[config.mk]
export PLATFORM = sky130hd
export DESIGN_NAME = debouncer
export DESIGN_NICKNAME = d
export VERILOG_FILES = /design/src/rtl/debounce_pkg.sv /design/src/rtl/sync_2ff.sv /design/src/rtl/debouncer.sv
export SDC_FILE = /design/constraint.sdc
export NUM_CORES = 1
export LEC_CHECK = 0
export CAP_MARGIN = 20
export CORE_UTILIZATION = 47
export DETAILED_ROUTE_END_ITERATION = 10
export PLACE_DENSITY = 0.87
export SYNTH_ARGS = -nofsm -noshare
export SYNTH_HDL_FRONTEND = slang
export SYNTH_SLANG_ARGS = --single-unit
[constraint.sdc]
create_clock -name clk -period 1.8 [get_ports clk]
set_input_delay 0.45 -clock clk [delete_from_list [all_inputs] [get_ports clk]]
set_output_delay 0.45 -clock clk [all_outputs]
set_load 0.01 [all_outputs]
[src/rtl/debounce_pkg.sv]
// Shared types and defaults for the input debouncer.
// Holds the FSM state encoding and the default qualification length.
package debounce_pkg;

    typedef enum logic {
        STABLE = 1'b0,
        CHECK  = 1'b1
    } state_t;

    localparam int DEBOUNCE_CYCLES_DEFAULT = 4;

endpackage

[src/rtl/sync_2ff.sv]
// Two-flop synchroniser bringing the raw level into the clk domain.
// The output lags the input by two rising edges.
module sync_2ff (
    input  logic clk,
    input  logic reset_n,
    input  logic d,
    output logic q
);

    logic r_meta;
    logic r_sync;

    always_ff @(posedge clk or negedge reset_n) begin
        if (!reset_n) begin
            r_meta <= 1'b0;
            r_sync <= 1'b0;
        end else begin
            r_meta <= d;
            r_sync <= r_meta;
        end
    end

    assign q = r_sync;

endmodule

[src/rtl/debouncer.sv]
// Debouncer: synchronises d_in, qualifies a level change over a run of samples,
// and emits registered edge pulses plus a wrapping rising-edge counter.
//
// state  | meaning
// STABLE | synchronised input agrees with q_stable, nothing pending
// CHECK  | synchronised input differs, candidate change being qualified
module debouncer
    import debounce_pkg::*;
#(
    parameter int DEBOUNCE_CYCLES = DEBOUNCE_CYCLES_DEFAULT
) (
    input  logic       clk,
    input  logic       reset_n,
    input  logic       d_in,
    output logic       q_stable,
    output logic       rise_pulse,
    output logic       fall_pulse,
    output logic       busy,
    output logic [7:0] edge_count
);

    localparam int CNT_W = $clog2(DEBOUNCE_CYCLES + 1);
    localparam logic [CNT_W-1:0] CNT_ONE  = CNT_W'(1);
    localparam logic [CNT_W-1:0] CNT_LAST = CNT_W'(DEBOUNCE_CYCLES - 1);

    logic             w_d_s;
    logic             w_differ;
    logic             w_accept;
    state_t           r_state;
    state_t           w_state_nxt;
    logic [CNT_W-1:0] r_cnt;
    logic [CNT_W-1:0] w_cnt_nxt;
    logic             r_q;
    logic             r_rise;
    logic             r_fall;
    logic             r_busy;
    logic [7:0]       r_edge_cnt;

    sync_2ff u_sync (
        .clk     (clk),
        .reset_n (reset_n),
        .d       (d_in),
        .q       (w_d_s)
    );

    assign w_differ = (w_d_s != r_q);

    // r_cnt is the number of differing samples already seen; the change is
    // accepted on the sample that completes DEBOUNCE_CYCLES of them.
    always_comb begin
        w_state_nxt = r_state;
        w_cnt_nxt   = '0;
        w_accept    = 1'b0;
        case (r_state)
            STABLE: begin
                if (w_differ) begin
                    w_state_nxt = CHECK;
                    w_cnt_nxt   = CNT_ONE;
                end
            end
            CHECK: begin
                if (!w_differ) begin
                    w_state_nxt = STABLE;
                end else if (r_cnt == CNT_LAST) begin
                    w_accept    = 1'b1;
                    w_state_nxt = STABLE;
                end else begin
                    w_cnt_nxt   = r_cnt + CNT_ONE;
                end
            end
            default: begin
                w_state_nxt = STABLE;
            end
        endcase
    end

    always_ff @(posedge clk or negedge reset_n) begin
        if (!reset_n) begin
            r_state    <= STABLE;
            r_cnt      <= '0;
            r_q        <= 1'b0;
            r_rise     <= 1'b0;
            r_fall     <= 1'b0;
            r_busy     <= 1'b0;
            r_edge_cnt <= 8'd0;
        end else begin
            r_state <= w_state_nxt;
            r_cnt   <= w_cnt_nxt;
            r_busy  <= (w_state_nxt == CHECK);
            r_rise  <= w_accept & ~r_q;
            r_fall  <= w_accept & r_q;
            if (w_accept) begin
                r_q <= ~r_q;
            end
            if (w_accept && !r_q) begin
                r_edge_cnt <= r_edge_cnt + 8'd1;
            end
        end
    end

    assign q_stable   = r_q;
    assign rise_pulse = r_rise;
    assign fall_pulse = r_fall;
    assign busy       = r_busy;
    assign edge_count = r_edge_cnt;

endmodule
==> summary.md, run 1 <==
| Metric | Value |
|---|---|
| Count of final hold-check violations | `0` |
| Full die area | `around 1700 sq um` |
| Die W | `40.85 um` |
| Max-Slew Margin vs Limit | `between 80% and 90%` |
| WL final | `1.050 mm` |
| Clk slew on worst S/H paths | `around 0.09 ns` |
| DRT antenna net count | `0` |
| First-pass GRT wire length | `~1.8 mm` |
| Worst-margin pin slew | `~0.28 ns` |
| Path type of the worst setup path | `reg2out` |
| Hold Path Class | `reg2reg` |
| Syn_nets | `54` |
| Vias | `about 410` |
| YS warnings | `0` |
| Fill count | `100` |
| Grt total ovfl | `0` |
| Clock Tree Root | `clkbuf_4` |
| Syn Std Cell Area | `709.4 sq um` |
| Net Switching | `approximately 0.29 mW` |
| Drt wl/cell | `12.65 um` |
| I/O pin count | `15` |
| CP Launch Type | `register` |
| Mean Syn Cell Area | `approximately 14 sq um` |
| F_max | `roughly 580 MHz` |
| Layout Nets | `between 70 and 80` |
| CTS tree | `done` |
| Post-synthesis sequential area ratio | `between 50% and 60%` |
| Pwr Density | `~1100 nW/um^2` |
| Internal cell power | `0.6940 mW` |
| Reg power frac | `about 54%` |
| CTS buffer count | `3` |
| Gate power share | `about a quarter` |
| Initial DRC count | `9` |
| Worst ir drop on vdd | `slightly below 0.7 mV` |
| Max incr delay on CP | `~0.55 ns` |
| Cells after Synth | `just under 50` |
| Slowest CP cell | `clkdlybuf4s50_1` |
| Place WS | `~0.31 ns` |
| H-tree Lvls | `1` |
| RSZ-0062 raised after global routing | `no` |
| Fin Setup TNS | `0 ns` |
| Critical path fanouts, max | `7` |
| # clock sinks | `17` |
| Final Cell Area | `approximately 900 sq um` |
| Die Y | `slightly above 40 um` |
| Pleak | `between 0.4 and 0.5 nW` |
| Clock network latency to the later pin of the worst-skew pair | `about 0.28 ns` |
| Most common cell after layout, fill and taps aside | `dfrtp_1` |
| Buffer depth of the longest clock path | `2` |
| Core Region | `approximately 1400 sq um` |
| CTS Hold Buffers Added | `0` |
| RePlAce Congestion | `between 0.7 and 0.8` |
| WP buf/inv | `1` |
| Critical Path Sink Type | `primary output` |
| FP Rows | `13` |
| Detail-routed via count per cell | `between 4 and 5` |
| Placed cell area | `between 800 and 900 sq um` |
| Commonest cells after routing, fill and taps aside | `dfrtp_1 (15), clkdlybuf4s50_1 (14), xor2_1 (5)` |
| Vias in the first global route | `between 300 and 400` |
| Growth of design area from synthesis to finish | `27.51%` |
| Number of antenna violations at the first check in global routing | `0` |
| Worst setup margin | `slightly above 0.07 ns` |
| Global Route Usage Sum | `between 10% and 20%` |
| CP cell instances | `clkdlybuf4s50_1` |
| Tmin final | `1.728 ns` |
| Max-cap violations | `0` |
| Util after Layout | `between 60% and 70%` |
| Final period utilization | `between 90% and 100%` |
| Status | `complete, no violations` |
| Largest net degree at the start of global routing | `18` |
| Clock power frac | `around a fifth` |
| FF+latch count, synth | `17` |
| Antenna diodes | `0` |
| Data arrival, critical path | `~1.3 ns` |
| DR pass1 iterations | `4` |
| Top Family by Delay on Critical Path | `buffers and inverters` |
| Sw Ratio | `29.15%` |
| Worst Path Required | `roughly 1.4 ns` |
| Netlist cell types | `23` |
| Clock skew | `around 0.00079 ns` |
| Port bufs | `14` |
| Initial core utilization | `about 53%` |
| Share of cells above drive strength 1 | `between 10% and 20%` |
| Endpoints failing setup | `0` |
| DRC viols | `0` |
| Fin. max-slew vios | `0` |
-- power by group through the flow --
stage	Combinational, mW	Sequential (mW)	Clock [mW]
6_report	0.254	0.532	0.194
5_1_grt	0.287	0.544	0.223
4_1_cts	0.259	0.530	0.205
3_5_place_dp	0.256	0.536	0
3_3_place_gp	0.251	0.530	0
2_1_floorplan	0.109	0.545	0
-- sequential cells by signal, summed over array words and instances, names as in the netlist --
register       cells
r_cnt              3
q_stable           1
u_sync.r_meta      1
rise_pulse         1
edge_count         8
busy               1
fall_pulse         1
u_sync.q           1
-- cell usage after synthesis (all sizes together) --
master  instances  area share (%)
a21boi          1             1.1
and2            1            0.88
and3            1            0.88
and4b           2             2.8
dfrtp          17              60
ha              2             3.5
inv             2             1.1
mux2            2             3.2
nand2           1            0.53
nand3           1            0.70
nand3b          2             3.9
nand4           1            0.88
nor2            1            0.53
nor3            2             1.4
nor3b           3             5.5
nor4b           1             2.1
or3b            1             1.2
xnor2           3             3.7
xor2            5             6.2
-- per-layer routing --
layer | vias up | global-route usage (%) | share of wire, %
met5 | - | 0 | 0
met4 | 0 | 10.00 | 0
met2 | 11 | 25.00 | 47
met1 | 195 | 23.10 | 48
met3 | 0 | 6.522 | 4.9
li1 | 208 | - | -
-- metrics by stage --
step | hold WS, ns | instances | total power [mW]
detailed placement | 0.3397 | 79 | 0.7916
finish | 0.3591 | 83 | 0.9795
CTS | 0.3610 | 83 | 0.9944
global placement | 0.3357 | 79 | 0.7807
floorplan | 0.1544 | 49 | 0.6543
global route | 0.3639 | 83 | 1.053
-- path summary, 6_finish.rpt --
path                                from            end  slack [ns]  depth (start not counted)
max                             q_stable       q_stable        0.07                          1
min                        u_sync.r_meta       u_sync.q        0.36                          0
max reg2reg                     r_cnt[0]  edge_count[1]        0.34                          4
min reg2reg                u_sync.r_meta       u_sync.q        0.36                          0
max in group asynchronous        reset_n           busy        1.13                          2
min in group asynchronous        reset_n  edge_count[7]        0.47                          2
-- layout make-up --
type | count | area [sq um] | share of cell area [%]
inverter | 2 | 7.507 | 0.8299
tap | 15 | 18.77 | 2.075
multi-input combinational | 30 | 276.5 | 30.57
clock buffer | 4 | 26.28 | 2.905
sequential | 17 | 427.9 | 47.30
timing repair buffer | 15 | 147.6 | 16.32
-- what timing repair did --
item / 4_1_cts / 5_1_grt
endpoints found under the hold margin: 0 / 0
buffers inserted: 0 / 0
gates resized for setup: 1 / 1
setup endpoints to repair: 1 / 1
-- cells by family (layout without fill, tap and decap cells) --
kind of cell    after synthesis  count (layout)  synth area share, %
compound gates                1               1                1.059
mux                           2               2                3.174
buf+inv                       2              21                1.059
flops                        17              17                59.97
fa+ha+maj                     2               2                3.527
xor+xnor                      8               8                9.877
simple gates                 17              17                21.34
Power figures use the tool's default switching activity.
==> run 2, diff against run 1 <==
- CORE_UTILIZATION: 47 -> 51
- CTS_BUF_LIST: default -> sky130_fd_sc_hd__clkbuf_4
- PLACE_DENSITY: 0.87 -> 0.9
==> run 2 against run 1 <==
  * Non-clock buffer count stayed put
  * Die area is 7.5% lower
  * Final cell count stayed put
  * Global-route usage is 0.90 points higher
  * First-iteration DRC count stayed put
  * Clock skew is 0.0016 ns higher
  * Sequential power hardly changed
  * Clock power is 6% higher
  * Setup slack worse by 0.018 ns
  * Largest cell class unchanged
  * Largest power group unchanged
  * Highest routed layer is now met4
==> summary.md, run 2 (synthesized netlist as in run 1, its figures left out) <==
| Metric | Value |
|---|---|
| Max-cap violations | `0 (unchanged)` |
| F_max | `572.7 MHz (was 578.8 MHz)` |
| Global Route Usage Sum | `18.55% (was 17.65%)` |
| CP cell instances | `clkdlybuf4s50_1 (unchanged)` |
| Die W | `39.30 um (was 40.85 um)` |
| DR pass1 iterations | `2 (was 4)` |
| Critical Path Sink Type | `primary output (unchanged)` |
| # clock sinks | `17 (unchanged)` |
| Tmin final | `1.746 ns (was 1.728 ns)` |
| Detail-routed via count per cell | `5.217 (was 4.988)` |
| Fin Setup TNS | `0 ns (unchanged)` |
| DRC viols | `0 (unchanged)` |
| Hold Path Class | `reg2reg (unchanged)` |
| Core Region | `1301 sq um (was 1350 sq um)` |
| FP Rows | `13 (unchanged)` |
| Worst ir drop on vdd | `1.000 mV (was 0.6832 mV)` |
| Critical path fanouts, max | `5 (was 7)` |
| Worst r2r path cells | `4 (unchanged)` |
| RePlAce Congestion | `0.6640 (was 0.7103)` |
| Cells after DPL | `79 (unchanged)` |
| Pleak | `0.4274 nW (was 0.4246 nW)` |
| Full die area | `1544 sq um (was 1669 sq um)` |
| H-tree Lvls | `1 (unchanged)` |
| HP Start | `u_sync.r_meta (unchanged)` |
| CTS buffer count | `3 (unchanged)` |
| Layout Nets | `74 (unchanged)` |
| Initial core utilization | `54.52% (was 52.55%)` |
| I/O pin count | `15 (unchanged)` |
| R2R Setup Slk | `0.32 ns (was 0.34 ns)` |
| Share of cells above drive strength 1 | `17.65% (was 16.18%)` |
| Max reg flops | `8 (unchanged)` |
| Commonest cells after routing, fill and taps aside | `dfrtp_1 (15), clkdlybuf4s50_1 (14), xor2_1 (5) (unchanged)` |
| Grt total ovfl | `0 (unchanged)` |
| DRT antenna net count | `0 (unchanged)` |
| WHS Endpoint | `u_sync.q (unchanged)` |
| Worst r2r dst | `edge_count[1] (unchanged)` |
| Largest net degree at the start of global routing | `18 (unchanged)` |
| RSZ-0062 raised after global routing | `no (unchanged)` |
| Hpwl dp | `between 800 and 900 um` |
| Count of final hold-check violations | `0 (unchanged)` |
| Vias | `433 (was 414)` |
| Port bufs | `14 (unchanged)` |
| Status | `complete, no violations (unchanged)` |
| Initial DRC count | `9 (unchanged)` |
| Clock skew | `0.002352 ns (was 0.0007922 ns)` |
| Clock Tree Root | `clkbuf_4 (unchanged)` |
| Clk slew on worst S/H paths | `0.10 ns (was 0.09 ns)` |
| Total Power | `0.9956 mW (was 0.9795 mW)` |
| Top Family by Delay on Critical Path | `buffers and inverters (unchanged)` |
| Pwr Density | `1099 nW/um^2 (was 1083 nW/um^2)` |
| Layout Cells excl Fill | `83 (unchanged)` |
| Die Y | `39.30 um (was 40.85 um)` |
| First-pass GRT wire length | `1.759 mm (was 1.794 mm)` |
| Growth of design area from synthesis to finish | `27.69% (was 27.51%)` |
| Slowest CP cell | `clkdlybuf4s50_1 (unchanged)` |
| Worst Path Required | `1.35 ns (about the same)` |
| Endpoints failing setup | `0 (unchanged)` |
| WL final | `1.151 mm (was 1.050 mm)` |
| Fin. max-slew vios | `0 (unchanged)` |
| Worst-margin pin slew | `0.2306 ns (was 0.2827 ns)` |
| Hold Path Stages | `0 (unchanged)` |
| Most common cell after layout, fill and taps aside | `dfrtp_1 (unchanged)` |
| Fill count | `103 (was 100)` |
| Drt wl/cell | `13.87 um (was 12.65 um)` |
| Max-Slew Margin vs Limit | `84.51% (was 81.10%)` |
| Number of antenna violations at the first check in global routing | `0 (unchanged)` |
| Vias in the first global route | `401 (was 398)` |
| Clock network latency to the later pin of the worst-skew pair | `0.29 ns (was 0.28 ns)` |
| Max incr delay on CP | `0.56 ns (was 0.55 ns)` |
| CP Launch Type | `register (unchanged)` |
| Final period utilization | `97.00% (was 95.99%)` |
| CTS tree | `done (unchanged)` |
| Path type of the worst setup path | `reg2out (unchanged)` |
| Antenna diodes | `0 (unchanged)` |
| WP buf/inv | `1 (unchanged)` |
| Reg-to-Reg Start | `r_cnt[0] (unchanged)` |
| Buffer depth of the longest clock path | `2 (unchanged)` |
| Data arrival, critical path | `1.30 ns (was 1.28 ns)` |
run 2: cell count changes in the layout (fill, tap and decap cells not counted):
cell | previous run | this run
clkbuf_1 | 1 | 0
clkinv_2 | 0 | 1
run 2: timing repair:
action	CTS	global route
setup endpoints to repair	1	1
hold buffers	0	0
gates resized for setup	1	1
setup buffers	0	0
run 2: worst register-to-register path: stages, from the launching register on:
cell	delay, ns
dfrtp_1	0.36
ha_1	0.22
nand3b_4	0.17
nor3b_4	0.28
mux2_1	0.34
run 2: layout make-up:
type	count	area [sq um]	area share [%]
Inverter	2	7.507	0.8287
Timing Repair Buffer	15	147.6	16.30
Clock buffer	3	22.52	2.486
Tap cell	15	18.77	2.072
Clock inverter	1	5.005	0.5525
Multi-Input combinational cell	30	276.5	30.52
Sequential cell	17	427.9	47.24
run 2: report_power, final:
group          leakage (nW)  internal (mW)  total [mW]  switching, mW
Clock                0.0177         0.0826       0.205          0.122
Combinational         0.186          0.154       0.256          0.102
Sequential            0.223          0.455       0.535         0.0798
Total                 0.427          0.692       0.996          0.304
run 2: worst max-delay path by stage:
| stage | end | start | cells after the start | slack [ns] |
|---|---|---|---|---|
| floorplan | edge_count[1] | r_cnt[0] | 4 | 0.45 |
| global placement | q_stable | q_stable | 1 | 0.33 |
| detailed placement | q_stable | q_stable | 1 | 0.32 |
| CTS | busy | busy | 1 | 0.02 |
| global route | edge_count[2] | edge_count[2] | 1 | 0.02 |
| finish | edge_count[2] | edge_count[2] | 1 | 0.05 |
run 2: through the flow:
step | setup slack, ns | hold slack (ns) | util [%] | instance area (sq um)
6_report | 0.05393 | 0.3791 | 69.62 | 905.9
5_1_grt | 0.01858 | 0.3857 | 69.62 | 905.9
4_1_cts | 0.02385 | 0.3885 | 69.52 | 904.6
3_5_place_dp | 0.3150 | 0.3694 | 67.31 | 875.8
3_3_place_gp | 0.3297 | 0.3350 | 67.31 | 875.8
2_1_floorplan | 0.4505 | 0.1544 | - | 709.4
run 2: per-layer routing:
layer  share of wire [%]  up-vias  track usage [%]
met5                   0        -                0
met4                0.96        0            7.759
met3                 5.0        2            6.818
met2                  50       10            29.17
met1                  43      211            22.90
li1                    -      210                -
